===== src/rtl/fila_arbiter.sv =====
// fila_arbiter: sequencer/arbiter in front of the 8-entry fila.
// Two producers share the enqueue port (round-robin). One consumer drains it.
// Every fila command is issued from IDLE only, so fila always sees it in wait_s.
// Occupancy is tracked locally; fila_len is only used by the optional checker.
// Optional feature: define FILA_CHECK_EN to enable the sticky len_err check.
module fila_arbiter #(
   parameter int DEPTH    = 8,
   parameter int DEQ_LAT  = 2,
   parameter int DEQ_BUSY = 4
) (
   input  logic       clk_10KHz,
   input  logic       reset,
   input  logic [1:0] prod_req,
   input  logic [7:0] prod_data0,
   input  logic [7:0] prod_data1,
   output logic [1:0] prod_ack,
   input  logic       cons_req,
   output logic       cons_valid,
   output logic [7:0] cons_data,
   output logic [7:0] fila_data,
   output logic       fila_enq,
   output logic       fila_deq,
   input  logic [7:0] fila_len,
   input  logic [7:0] fila_dout,
   output logic [3:0] occ,
   output logic       full,
   output logic       empty,
   output logic       len_err
);

   typedef enum logic [1:0] {IDLE, ENQ, DEQ} state_t;

   state_t     r_state, w_state_nxt;
   logic [2:0] r_cnt, w_cnt_nxt;
   logic [3:0] r_occ, w_occ_nxt;
   logic       r_rr, w_rr_nxt;
   logic       r_last_enq, w_last_enq_nxt;   // last_op: 1 = ENQ, 0 = DEQ
   logic [7:0] r_fila_data, w_fila_data_nxt;
   logic [7:0] r_cons_data, w_cons_data_nxt;
   logic       r_fila_enq, w_enq_nxt;
   logic       r_fila_deq, w_deq_nxt;
   logic [1:0] r_ack, w_ack_nxt;
   logic       r_cons_valid, w_valid_nxt;
   logic       r_full, w_full_nxt;
   logic       r_empty, w_empty_nxt;
   logic       w_enq_ok, w_deq_ok, w_sel;

   // State and all registered outputs; reset also clears an in-flight dequeue
   always_ff @(posedge clk_10KHz) begin
      if (!reset) begin
         r_state      <= IDLE;
         r_cnt        <= '0;
         r_occ        <= '0;
         r_rr         <= 1'b0;
         r_last_enq   <= 1'b0;
         r_fila_data  <= '0;
         r_cons_data  <= '0;
         r_fila_enq   <= 1'b0;
         r_fila_deq   <= 1'b0;
         r_ack        <= '0;
         r_cons_valid <= 1'b0;
         r_full       <= 1'b0;
         r_empty      <= 1'b1;
      end else begin
         r_state      <= w_state_nxt;
         r_cnt        <= w_cnt_nxt;
         r_occ        <= w_occ_nxt;
         r_rr         <= w_rr_nxt;
         r_last_enq   <= w_last_enq_nxt;
         r_fila_data  <= w_fila_data_nxt;
         r_cons_data  <= w_cons_data_nxt;
         r_fila_enq   <= w_enq_nxt;
         r_fila_deq   <= w_deq_nxt;
         r_ack        <= w_ack_nxt;
         r_cons_valid <= w_valid_nxt;
         r_full       <= w_full_nxt;
         r_empty      <= w_empty_nxt;
      end
   end

   // Next-state: arbitrate in IDLE, count out the fila dequeue latency in DEQ
   always_comb begin
      w_state_nxt     = r_state;
      w_cnt_nxt       = r_cnt;
      w_occ_nxt       = r_occ;
      w_rr_nxt        = r_rr;
      w_last_enq_nxt  = r_last_enq;
      w_fila_data_nxt = r_fila_data;
      w_cons_data_nxt = r_cons_data;
      w_enq_nxt       = 1'b0;
      w_deq_nxt       = 1'b0;
      w_ack_nxt       = '0;
      w_valid_nxt     = 1'b0;
      w_sel           = 1'b0;
      w_enq_ok        = (|prod_req) && !r_full;
      w_deq_ok        = cons_req && !r_empty;
      case (r_state)
         IDLE: begin
            // With both ops ready, do the one opposite to last_op
            if (w_enq_ok && (!w_deq_ok || !r_last_enq)) begin
               w_sel           = (prod_req == 2'b11) ? r_rr : prod_req[1];
               w_fila_data_nxt = w_sel ? prod_data1 : prod_data0;
               w_enq_nxt       = 1'b1;
               w_ack_nxt[w_sel] = 1'b1;
               w_rr_nxt        = ~w_sel;
               w_state_nxt     = ENQ;
            end else if (w_deq_ok) begin
               w_deq_nxt   = 1'b1;
               w_cnt_nxt   = '0;
               w_state_nxt = DEQ;
            end
         end
         ENQ: begin
            w_occ_nxt      = r_occ + 4'd1;
            w_last_enq_nxt = 1'b1;
            w_state_nxt    = IDLE;
         end
         DEQ: begin
            w_cnt_nxt = r_cnt + 3'd1;
            // fila data_out is valid at c2; capture it so cons_valid lands in c3
            if (r_cnt == 3'(DEQ_LAT)) begin
               w_cons_data_nxt = fila_dout;
               w_valid_nxt     = 1'b1;
               w_occ_nxt       = r_occ - 4'd1;
            end
            if (r_cnt == 3'(DEQ_BUSY - 1)) begin
               w_last_enq_nxt = 1'b0;
               w_state_nxt    = IDLE;
            end
         end
         default: w_state_nxt = IDLE;
      endcase
      w_full_nxt  = (w_occ_nxt == 4'(DEPTH));
      w_empty_nxt = (w_occ_nxt == 4'd0);
   end

`ifdef FILA_CHECK_EN
   logic r_len_err, r_after_op;
   // Compare fila's (lagging) length only in IDLE cycles that follow an IDLE cycle
   always_ff @(posedge clk_10KHz) begin
      if (!reset) begin
         r_len_err  <= 1'b0;
         r_after_op <= 1'b0;
      end else begin
         r_after_op <= (r_state != IDLE);
         if (r_state == IDLE && !r_after_op && fila_len != {4'd0, r_occ})
            r_len_err <= 1'b1;
      end
   end
   assign len_err = r_len_err;
`else
   logic w_unused_len;
   assign w_unused_len = ^fila_len;
   assign len_err      = 1'b0;
`endif

   assign prod_ack   = r_ack;
   assign cons_valid = r_cons_valid;
   assign cons_data  = r_cons_data;
   assign fila_data  = r_fila_data;
   assign fila_enq   = r_fila_enq;
   assign fila_deq   = r_fila_deq;
   assign occ        = r_occ;
   assign full       = r_full;
   assign empty      = r_empty;

endmodule


===== config.mk =====
export PLATFORM = sky130hd
export DESIGN_NAME = fila_arbiter
export DESIGN_NICKNAME = d
export VERILOG_FILES = /design/src/rtl/fila_arbiter.sv
export SDC_FILE = /design/constraint.sdc
export NUM_CORES = 1
export LEC_CHECK = 0
export ABC_AREA = 0
export CAP_MARGIN = 20
export CORE_ASPECT_RATIO = 0.9
export CORE_UTILIZATION = 47
export DETAILED_ROUTE_END_ITERATION = 6
export GPL_TIMING_DRIVEN = 1
export PLACE_DENSITY = 0.85
export SLEW_MARGIN = 25
export SYNTH_ARGS = -nofsm -noshare
export SYNTH_HDL_FRONTEND = slang
export SYNTH_SLANG_ARGS = --single-unit

===== constraint.sdc =====
create_clock -name clk_10KHz -period 5.35 [get_ports clk_10KHz]
set_input_delay 1.07 -clock clk_10KHz [delete_from_list [all_inputs] [get_ports clk_10KHz]]
set_output_delay 1.07 -clock clk_10KHz [all_outputs]
set_load 0.02 [all_outputs]

==> results of run 1 <==
-- worst paths after layout --
kind | slack [ns] | end | start
worst max-delay path | 2.73 | fila_data[7] | prod_req[1]
worst min-delay path | 0.47 | cons_data[3] | cons_data[3]
worst max register to register | 3.44 | occ[0] | r_state[0]
worst min register to register | 0.47 | cons_data[3] | cons_data[3]
-- per-layer routing --
metal  vias to the layer above  routed length [um]  part of all wire (%)  global-route usage, %
met4                         0                  63                   1.8                   7.62
li1                        701                   -                     -                      -
met5                         -                   0                     0                      0
met3                         7                 207                   5.9                   7.95
met2                        37                1600                    46                   31.3
met1                       633                1630                    46                   23.7
-- placed cells by master, fill, tap and decap left out, types with 2 or more instances in the layout --
cell type         n
and4_1            2
clkdlybuf4s50_1  55
nor2b_1           9
inv_1            12
a21oi_1           4
a21boi_0         10
dfxtp_1          34
o211a_1           8
and2b_1           3
nand2_1          27
and3_1            2
o21ai_0           4
nor2_1            4
mux2i_1          11
and3_2            3
ha_1              8
a22oi_1           3
clkbuf_8          5
clkinv_2          2
nor2b_4           2
-- registers in the layout (all words and copies together), names as in the netlist, 2 cells and up --
signal and cells:
fila_data 8, prod_ack 2, cons_data 8, occ 4, r_cnt 3, r_state 2
-- report_power, final --
group	internal, uW	leakage [uW]	total (uW)	switching, uW
sequential	274	0.000278	286	12.1
clock	137	0.0000579	230	92.8
combinational	88.6	0.000679	177	88.1
-- logic make-up (layout without fill, tap and decap cells) --
kind of cell	Yosys count	in the layout	synth area share, %
other	1	1	0.225
AND/OR/NAND/NOR	60	60	19.9
flip-flops	34	34	40.9
adder cells (fa/ha/maj)	8	8	6.01
buffers and inverters	20	75	6.16
multiplexers	13	13	8.19
AO/OA/AOI/OAI	38	38	18.6
-- worst max-delay path, stage by stage --
cell and delay, ns:
clkdlybuf4s50_1 0.50, o21bai_1 0.12, a21o_1 0.20, nor2_2 0.57
nand2_1 0.15, o211a_1 0.18
-- per-stage QoR --
step                power [uW]  cells
floorplan                  404    174
global placement           462    265
global route               727    273
detailed placement         466    265
finish                     692    273
CTS                        698    273
-- cell type report --
| class | count | area, um2 |
|---|---|---|
| Fill cell | 274 | 1050 |
| Multi-Input combinational cell | 120 | 886 |
| Sequential cell | 34 | 681 |
| Timing Repair Buffer | 55 | 551 |
| Clock buffer | 5 | 68.8 |
| Tap cell | 44 | 55.1 |
| Inverter | 12 | 45.0 |
| Clock inverter | 3 | 40.0 |
==> run summary, run 1 <==
The flow ran to the end, and the final reports show no timing, DRC or antenna violations. The core region is 0.00338 mm2. For this run, asynchronously set or reset flops after synthesis account for 0%. The leading cell type by number of instances after synthesis is dfxtp_1. The capturing element type of the critical path is a register. Cells with a size suffix above 1 make up 9.17% of the layout.

The tools report the launching element type of the critical path as an input pin. The tree is rooted in a clkbuf_8. The logs give 33 for the pin count of the biggest net entering global routing and 2.29 ns for the worst setup slack before clock tree synthesis. Summed over all instances, the cell type with the most area after synthesis is dfxtp_1. The worst-path maximum fanout was 20; the final estimated routing congestion in global placement was 0.782. The mean instance size in the synthesized netlist is 9.57 um2.

The worst hold path passes through 2 cells. The final cycle utilization of the critical path is 49.0%. Overflow left after global routing: 0. With fillers left out, the area of the finished cells amounts to 0.00233 mm2. The static power due to leakage is 0.00101 uW, and the number of antenna violations at the first check in global routing is 0. For this run, the share of the core covered by cells in the final layout is 68.9%. The I/O pin count was 65; the portion of the post-synthesis area used by sequential elements was 40.9%. Average wire per cell in the routed design: 12.8 um.

Row generation in the floorplan step produced 20 rows. For this run, the leading register cell type out of synthesis is dfxtp_1. After detailed routing, the total wire length is 3.50 mm. The later pin in the worst-skew pair is clocked with a latency of 0.29 ns. The run gives 4 as the number of optimization iterations in the first detailed-route pass. The first global-routing pass estimated 5.60 mm of wire. The post-CTS setup buffer count came out at 0.

Path category of the worst min-delay check: register to register. In this run the horizontal extent of the chip is 64.7 um. The final worst hold slack is 0.467 ns, and the number of flops mapped to enable cells by yosys is 0.

Synthesis instantiated 40 different standard cells from the library. The critical setup path kind was input pin to register. CTS built an H-tree with a depth of 2.

Counting the buffers created by CTS gives 5. Setup violations remaining at the end of the flow were counted as 0. After routing, the total negative slack on setup checks comes to 0 ns. STA puts the critical path data required time at 5.53 ns. Max capacitance violation total: 0. Worst setup skew after layout: 0.00395 ns.

Setup repair after global routing left no endpoint under its margin. Dividing total power by cell area gives a power density of 298 mW/mm2. The worst setup margin is 2.73 ns.

The first routing iteration left 58 violations. In the routed design, unresolved DRC markers number 0. The post-synthesis cell count was 174.

TritonCTS built the clock tree. When the netlist entered floorplanning its net count stood at 219. The flip-flop and latch count after synthesis was 34; the proportion of netlist area held by the largest area contributor was 40.9%.

By area the synthesized netlist is led by dfxtp_1 (41%), mux2i_1 (6.6%), nand2_1 (6.1%). Counting instances in the post-synthesis netlist gives the leading cell types as dfxtp_1 (34), nand2_1 (27), inv_1 (12), mux2i_1 (11), a21boi_0 (10). Yosys printed 0 warnings.

Final count of pins violating max slew: 0. Once detail routing completed, the nets flagged for antenna violations numbered 0. The count of buffers added on input and output ports is 55. The worst register-to-register path has a depth of 6.

The mapped netlist covers 0.00167 mm2. At the pin with the least slew margin, the transition time is 0.967 ns. The area added between synthesis and finish works out to 39.7%. Time the final worst path needs with I/O delays and setup: 2.62 ns.

The clock-pin transition on the worst setup and hold timing paths came out at 0.07 ns. The worst pin sits at a relative slew slack of 35.3%. The longest clock path from root to sink contains 2 buffers.

In this run the cell area measured after placement is 0.00221 mm2. In this run the vertical extent of the chip is 58.5 um. The die covers 0.00379 mm2. Across the VDD grid, the largest voltage drop is 0.000186 V. The number of buffers inserted for hold repair after clock tree synthesis came out at 0.

For this configuration, the core starts out at a cell density of 49.3%. The worst endpoint data arrival time came out at 2.80 ns. The total clock sinks was 34; the final antenna diode count was 0.

The detailed router placed 1378 vias in this run. For this run, the top clock speed supported by timing is 381 MHz. After clock tree synthesis, the repair step resized 0 gates. For the number of global-route vias before repair, the log shows 1228.

Count of final hold-check violations: 0. Global routing used 19.6% of the available tracks. In the final design database the tool counted 273 nets. In the routed layout, each cell is associated on average with a via count of 5.05. Summed over all nets, the half-perimeter wirelength after detailed placement is 2.49 mm.
Note: power is estimated with default switching activity, not from simulation.
==> run 2, diff against run 1 <==
- CORE_UTILIZATION: 47 -> 43
- PLACE_DENSITY: 0.85 -> 0.79
- clock period: 5.35 -> 2.68 ns (I/O delays scaled with it)
==> run 2 against run 1 <==
Sequential share of layout area is 0.094 points lower. Via count rose by 0.36%. Clock-buffer cell count is 1 higher. Total power increased by 90%. Critical endpoint is now occ[0]. Largest cell class unchanged.
==> run summary, run 2 (synthesized netlist as in run 1, its figures left out) <==
The flow ran to the end, and the final reports show no timing, DRC or antenna violations. The H-tree was split into 2 levels. The first detailed-routing pass took 4 iterations. Global routing consumed, on the met3 layer, 5.19% of the routing resources.

Gates resized during post-CTS repair numbered 0. Buffers inserted during clock tree synthesis total 5. The number of I/O port buffers works out to 55. The layout has 325 filler cells. Summing all non-filler instances in the final layout gives an area of 0.00233 mm2. Dividing the detail-routed via count by the number of cells gives 4.97.

The cell with the largest stage delay on the worst path was clkdlybuf4s50_1. Global routing's busiest layer: met2. The clock group share of total power is 29.1%. Clock skew on the completed layout was measured at 0.00722 ns. For the finished layout, the period the worst path requires is 1.96 ns.

The total power density per cell area was 563 mW/mm2. The signal on the critical path passes through clkdlybuf4s50_1. The initialized floorplan defines 21 standard-cell rows. The worst stage delay on the critical path is 0.66 ns, and the number of global-route vias before repair is 1196. Summing internal, switching and leakage power gives 1310 uW. The floorplan step defined a core boundary enclosing 0.00370 mm2. Summing all placed instances gives a cell area of 0.00224 mm2. The sequential share of power was 43.4%; the count of final hold-check violations was 0. Timing would allow up to 511 MHz.

DRC marker count from the first detailed-route iteration: 48. After routing, the total negative slack on setup checks comes to 0 ns. The worst-case IR drop observed on VDD is 0.000370 V. In the final routed layout, each cell accounts on average for 12.3 um.

The overflow left after global routing is 0. Of all nets on the critical path, the largest fanout is 7. After the last flow step, the layout net total stands at 276.

The number of antenna violations at the first check in global routing came out at 0. The total vias in the final route was 1383. For met2 alone, demand over resource in global routing was 28.0%. By startpoint and endpoint, the worst setup path is classified as register to output pin.

Internal power comes to 935 uW. The tools report the pin count of the biggest net entering global routing as 22. The top cell types in the final layout, fill and taps aside, are clkdlybuf4s50_1 (55), dfxtp_1 (34), nand2_1 (27). Of the cells placed in the final design, the portion with a size suffix greater than 1 is 9.91%. Net switching is 28.8% of the power. The cell family contributing the most delay on the critical path is buffers and inverters. Setup violations remaining at the end of the flow were counted as 0. Capturing element type of the critical path: an output pin. The number of buffer and inverter stages on the critical path was 1; the first-pass GRT wire length was 5.21 mm.

No sink is reached through more buffers than the 2 on the longest clock path. TritonCTS built the clock tree. STA puts the critical path data arrival time at 1.42 ns.

Buffers inserted to repair hold after CTS numbered 0. The floorplan step defined a die boundary enclosing 0.00413 mm2. The most frequent standard cell in the layout excluding fill and tap cells was clkdlybuf4s50_1. Count of antenna-violating nets left after detailed routing: 0. 65 I/O pins were placed. The final count of pins violating max slew was 0. For this configuration, the core starts out at a cell density of 45.0%. The tool flagged a number of max-cap violations equal to 0. For this run, the total global-route usage over all layers was measured as 17.4%.

STA classifies the critical path startpoint as a register. Global routing used 21.5% of the available met1 tracks. The run gives 0.851 as the final estimated routing congestion in global placement. For this design the total switching power over the nets is 378 uW. The area added between synthesis and finish was 40.1%. In this run the worst hold path is classified as register to register. For this run, design rule violations remaining after detail routing come to 0.

The routed design has 3.41 mm of wire. For the static power due to leakage, the log shows 0.00102 uW. The total clock sinks was 34. The later pin in the worst-skew pair is clocked with a latency of 0.28 ns.

In this run the horizontal extent of the chip is 67.6 um. The die is 61.0 um tall. The number of antenna diodes in the final layout is 0.

Of the available clock period, the critical path in the final layout requires 73.0%. Clock-pin slew was measured on the worst setup and hold paths at 0.06 ns. At the worst endpoint, the required time is 2.14 ns. Setup repair after global routing left no endpoint under its margin.

Of the total power, combinational logic draws 27.4%. After legalization and detailed placement, the total HPWL measured 2.50 mm. Clock tree root driver cell: clkbuf_8.

The post-CTS setup buffer count is 0.
[run 2: changes by cell type in the layout (fill, tap and decap cells not counted), sizes merged]
cell | before | now
buf | 0 | 3
bufinv | 1 | 0
clkbuf | 5 | 6
clkinv | 2 | 1
clkinvlp | 0 | 1
[run 2: final cells by class]
class                   instances  area, um2  area share [%]
flip-flops and latches         34        681            29.2
repair buffers                 58        573            24.6
well taps                      46       57.6            2.47
inverters                      12       45.0            1.93
clock inverters                 2       12.5           0.536
clock buffers                   6       82.6            3.54
multi-input cells             120        882            37.8
[run 2: metal layers]
layer / vias up / part of all wire, %
met3: 5 / 5.8
li1: 708 / -
met2: 40 / 46
met5: - / 0
met1: 630 / 47
met4: 0 / 1.2
[run 2: metrics by stage]
stage / hold slack, ns / utilization [%] / instances / worst slack (ns)
CTS: 0.466 / 63.0 / 278 / 0.716
detailed placement: 0.456 / 60.4 / 270 / 0.557
finish: 0.465 / 63.0 / 278 / 0.723
global route: 0.485 / 63.0 / 278 / 0.665
floorplan: 0.477 / - / 174 / 0.950
global placement: 0.449 / 60.4 / 270 / 0.602
[run 2: final timing paths]
path / from / endpoint / slack [ns] / cells after the start
setup / recovery: occ[0] / occ[0] / 0.72 / 1
hold / removal: cons_data[2] / cons_data[2] / 0.46 / 2
setup reg to reg: r_state[0] / occ[0] / 0.76 / 6
hold reg to reg: cons_data[2] / cons_data[2] / 0.46 / 2
[run 2: power groups by stage]
stage	combinational (uW)	clock, uW	sequential (uW)
finish	360	383	571
global route	390	423	576
CTS	362	397	571
detailed placement	359	0	582
global placement	352	0	580
floorplan	189	0	617
==> run 3, diff against run 2 <==
- CORE_UTILIZATION: 43 -> 39
- PLACE_DENSITY: 0.79 -> 0.76
- clock period: 2.68 -> 1.7 ns (I/O delays scaled with it)
==> run 3 against run 2 <==
The flow now finishes with violations (DRC). Wire length rose by 6.3%. Cell area increased by 7.4%. Global-route usage fell by 0.52 points. Critical path depth is 5 higher. Clock power rose by 89%. Utilization shrank 1.5 points. Setup slack worse by 0.68 ns. Combinational power grew 81%. Sequential share of layout area is 1.8 points lower.
==> run summary, run 3 (synthesized netlist as in run 1, its figures left out) <==
The worst setup skew after layout came out at 0.00489 ns. Number of buffer and inverter stages on the critical path: 1. The clock tree root driver cell was clkbuf_8. The tightest hold path in the finished design has a slack of 0.460 ns. The setup path with the least slack is of type register to register. The logs give 23 for the pin count of the biggest net entering global routing and 0 for the count of final hold-check violations. On the critical path, the stage with the largest delay is an instance of mux2_4.

CTS built an H-tree with a depth of 2. Final estimated routing congestion in global placement: 0.880. 65 I/O pins were placed. VDD sags by at most 0.000506 V. The post-placement cell area was 0.00236 mm2.

Timing would allow up to 603 MHz. For this run, design rule violations remaining after detail routing come to 10. The max capacitance violation total is 0, and the final cycle utilization of the critical path is 97.5%.

Summed over all cells, the static leakage comes to 0.00114 uW. The final layout contains 291 nets. For the worst-skew pair, the clock arrives at the later sink with an insertion delay of 0.28 ns. The launching element type of the critical path was a register.

In this run, post-CTS hold repair placed 0 buffers. The number of endpoints failing setup at the final stage is 0. TritonCTS built the clock tree. Summing over every cut layer, the via total after detailed routing is 1409. The first routing iteration left 44 violations. Adding up every negative setup slack in the final design gives 0 ns.

The number of optimization iterations in the first detailed-route pass is 7. The library cells used most frequently in the layout, excluding fill and tap cells, are clkdlybuf4s50_1 (52), dfxtp_1 (30), nand2_1 (27). The total non-filler cell area in the finished layout is 0.00251 mm2. The count of antenna-violating nets left after detailed routing was 0. The number of I/O port buffers is 55, and the area of the die is 0.00454 mm2.

The cell family with the largest share of critical-path delay was simple AND/OR/NAND/NOR gates. The number of antenna violations at the first check in global routing is 0. Setup repair after global routing could not meet its margin everywhere. The initial core utilization is 40.9%, and the x dimension of the die is 70.9 um. The path category of the worst min-delay check was register to register. The final reports fail on DRC.

The total power density per cell area was 904 mW/mm2. After detailed routing, the average wire length per cell comes to 12.3 um. For the total clock sinks, the log shows 34. The overall power after layout is 2270 uW. The clock-pin transition on the worst setup and hold timing paths is 0.07 ns, and the number of global-route vias before repair is 1322.

Summed over all nets, the half-perimeter wirelength after detailed placement is 2.67 mm. The share of final-layout standard cells stronger than drive strength 1 works out to 18.6%. At the end of the flow the core is filled with cells to 61.5%.

In the global route stage, overall resource usage came out at 16.9%. At the worst endpoint, the arrival time is 1.84 ns. The die is 64.0 um tall. The most frequent standard cell in the layout excluding fill and tap cells is clkdlybuf4s50_1. The time the final worst path needs with I/O delays and setup came out at 1.66 ns. The required time of the critical path is 1.88 ns, and the area added between synthesis and finish is 50.5%. The run gives 0 as the final count of pins violating max slew.

The number of clock buffers inserted by TritonCTS was 5. The largest single stage delay on the critical path is 0.33 ns. The final antenna diode count is 0. Worst-path maximum fanout: 6.

The final wirelength was 3.62 mm; the first-pass GRT wire length was 6.00 mm. The flow ran to the end, but the final reports show violations. The floorplan step defined a core boundary enclosing 0.00407 mm2. The maximum clock path buffer count was 2; the via density per instance was 4.78.

Walking the worst path, the cells encountered are inv_2, ha_4, nor2b_4, mux2_4, a221oi_4, and2b_2. The run gives 22 as the placement row count. Counting the fill cells in the layout gives 369. For the overflow left after global routing, the log shows 0. The worst setup path is captured at a register.
-- run 3: cell count changes in the layout (fill, tap and decap cells not counted), moves of 2 or more --
cell             delta
buf_4              +14
dfxtp_2             +4
clkdlybuf4s50_1     -3
inv_1               -3
ha_4                +2
dfxtp_1             -4
ha_1                -2
clkbuf_1            +2
inv_2               +3
dlygate4sd2_1       +2
-- run 3: per-layer routing --
| metal | track usage [%] | wire length [um] | up-vias |
|---|---|---|---|
| met5 | 0 | 0 | - |
| met1 | 20.8 | 1740 | 636 |
| met2 | 28.2 | 1700 | 33 |
| met4 | 4.50 | 0 | 0 |
| li1 | - | - | 740 |
| met3 | 5.52 | 180 | 0 |
-- run 3: cell type report --
class / instances / area (um2) / area share [%]
well taps: 48 / 60.1 / 2.40
repair buffers: 73 / 698 / 27.9
flip-flops and latches: 34 / 686 / 27.4
clock buffers: 7 / 76.3 / 3.05
multi-input cells: 120 / 911 / 36.3
inverters: 12 / 45.0 / 1.80
clock inverters: 1 / 30.0 / 1.20
-- run 3: final timing paths --
kind / start / to / slack [ns] / cells after the start
worst max register to register: r_cnt[0] / occ[0] / 0.04 / 6
worst max-delay path: r_cnt[0] / occ[0] / 0.04 / 6
worst min-delay path: cons_data[0] / cons_data[0] / 0.46 / 2
worst min register to register: cons_data[0] / cons_data[0] / 0.46 / 2
-- run 3: worst min-delay path, delay by kind of cell, from the launching register on --
family             cells  cell delay (ns)
and+or+nand+nor        1             0.04
AOI/OAI and AO/OA      1             0.06
DFF                    1             0.31
-- run 3: metrics by stage --
stage,std cells,worst slack (ns)
floorplan,174,0.0326
global placement,285,-0.155
detailed placement,285,-0.162
CTS,295,0.00340
global route,295,-0.0101
finish,295,0.0418
-- run 3: power breakdown --
| group | leakage [uW] | switching [uW] | internal, uW | total [uW] |
|---|---|---|---|---|
| clock | 0.0000524 | 284 | 438 | 722 |
| sequential | 0.000279 | 31.4 | 864 | 895 |
| combinational | 0.000804 | 296 | 354 | 650 |
| total | 0.00114 | 611 | 1660 | 2270 |
-- run 3: what timing repair did --
| action | 4_1_cts | 5_1_grt |
|---|---|---|
| buffers inserted | 2 | 0 |
| gates resized for setup | 8 | 6 |
| endpoints found under the setup margin | 4 | 5 |
| pin swaps | 3 | 2 |
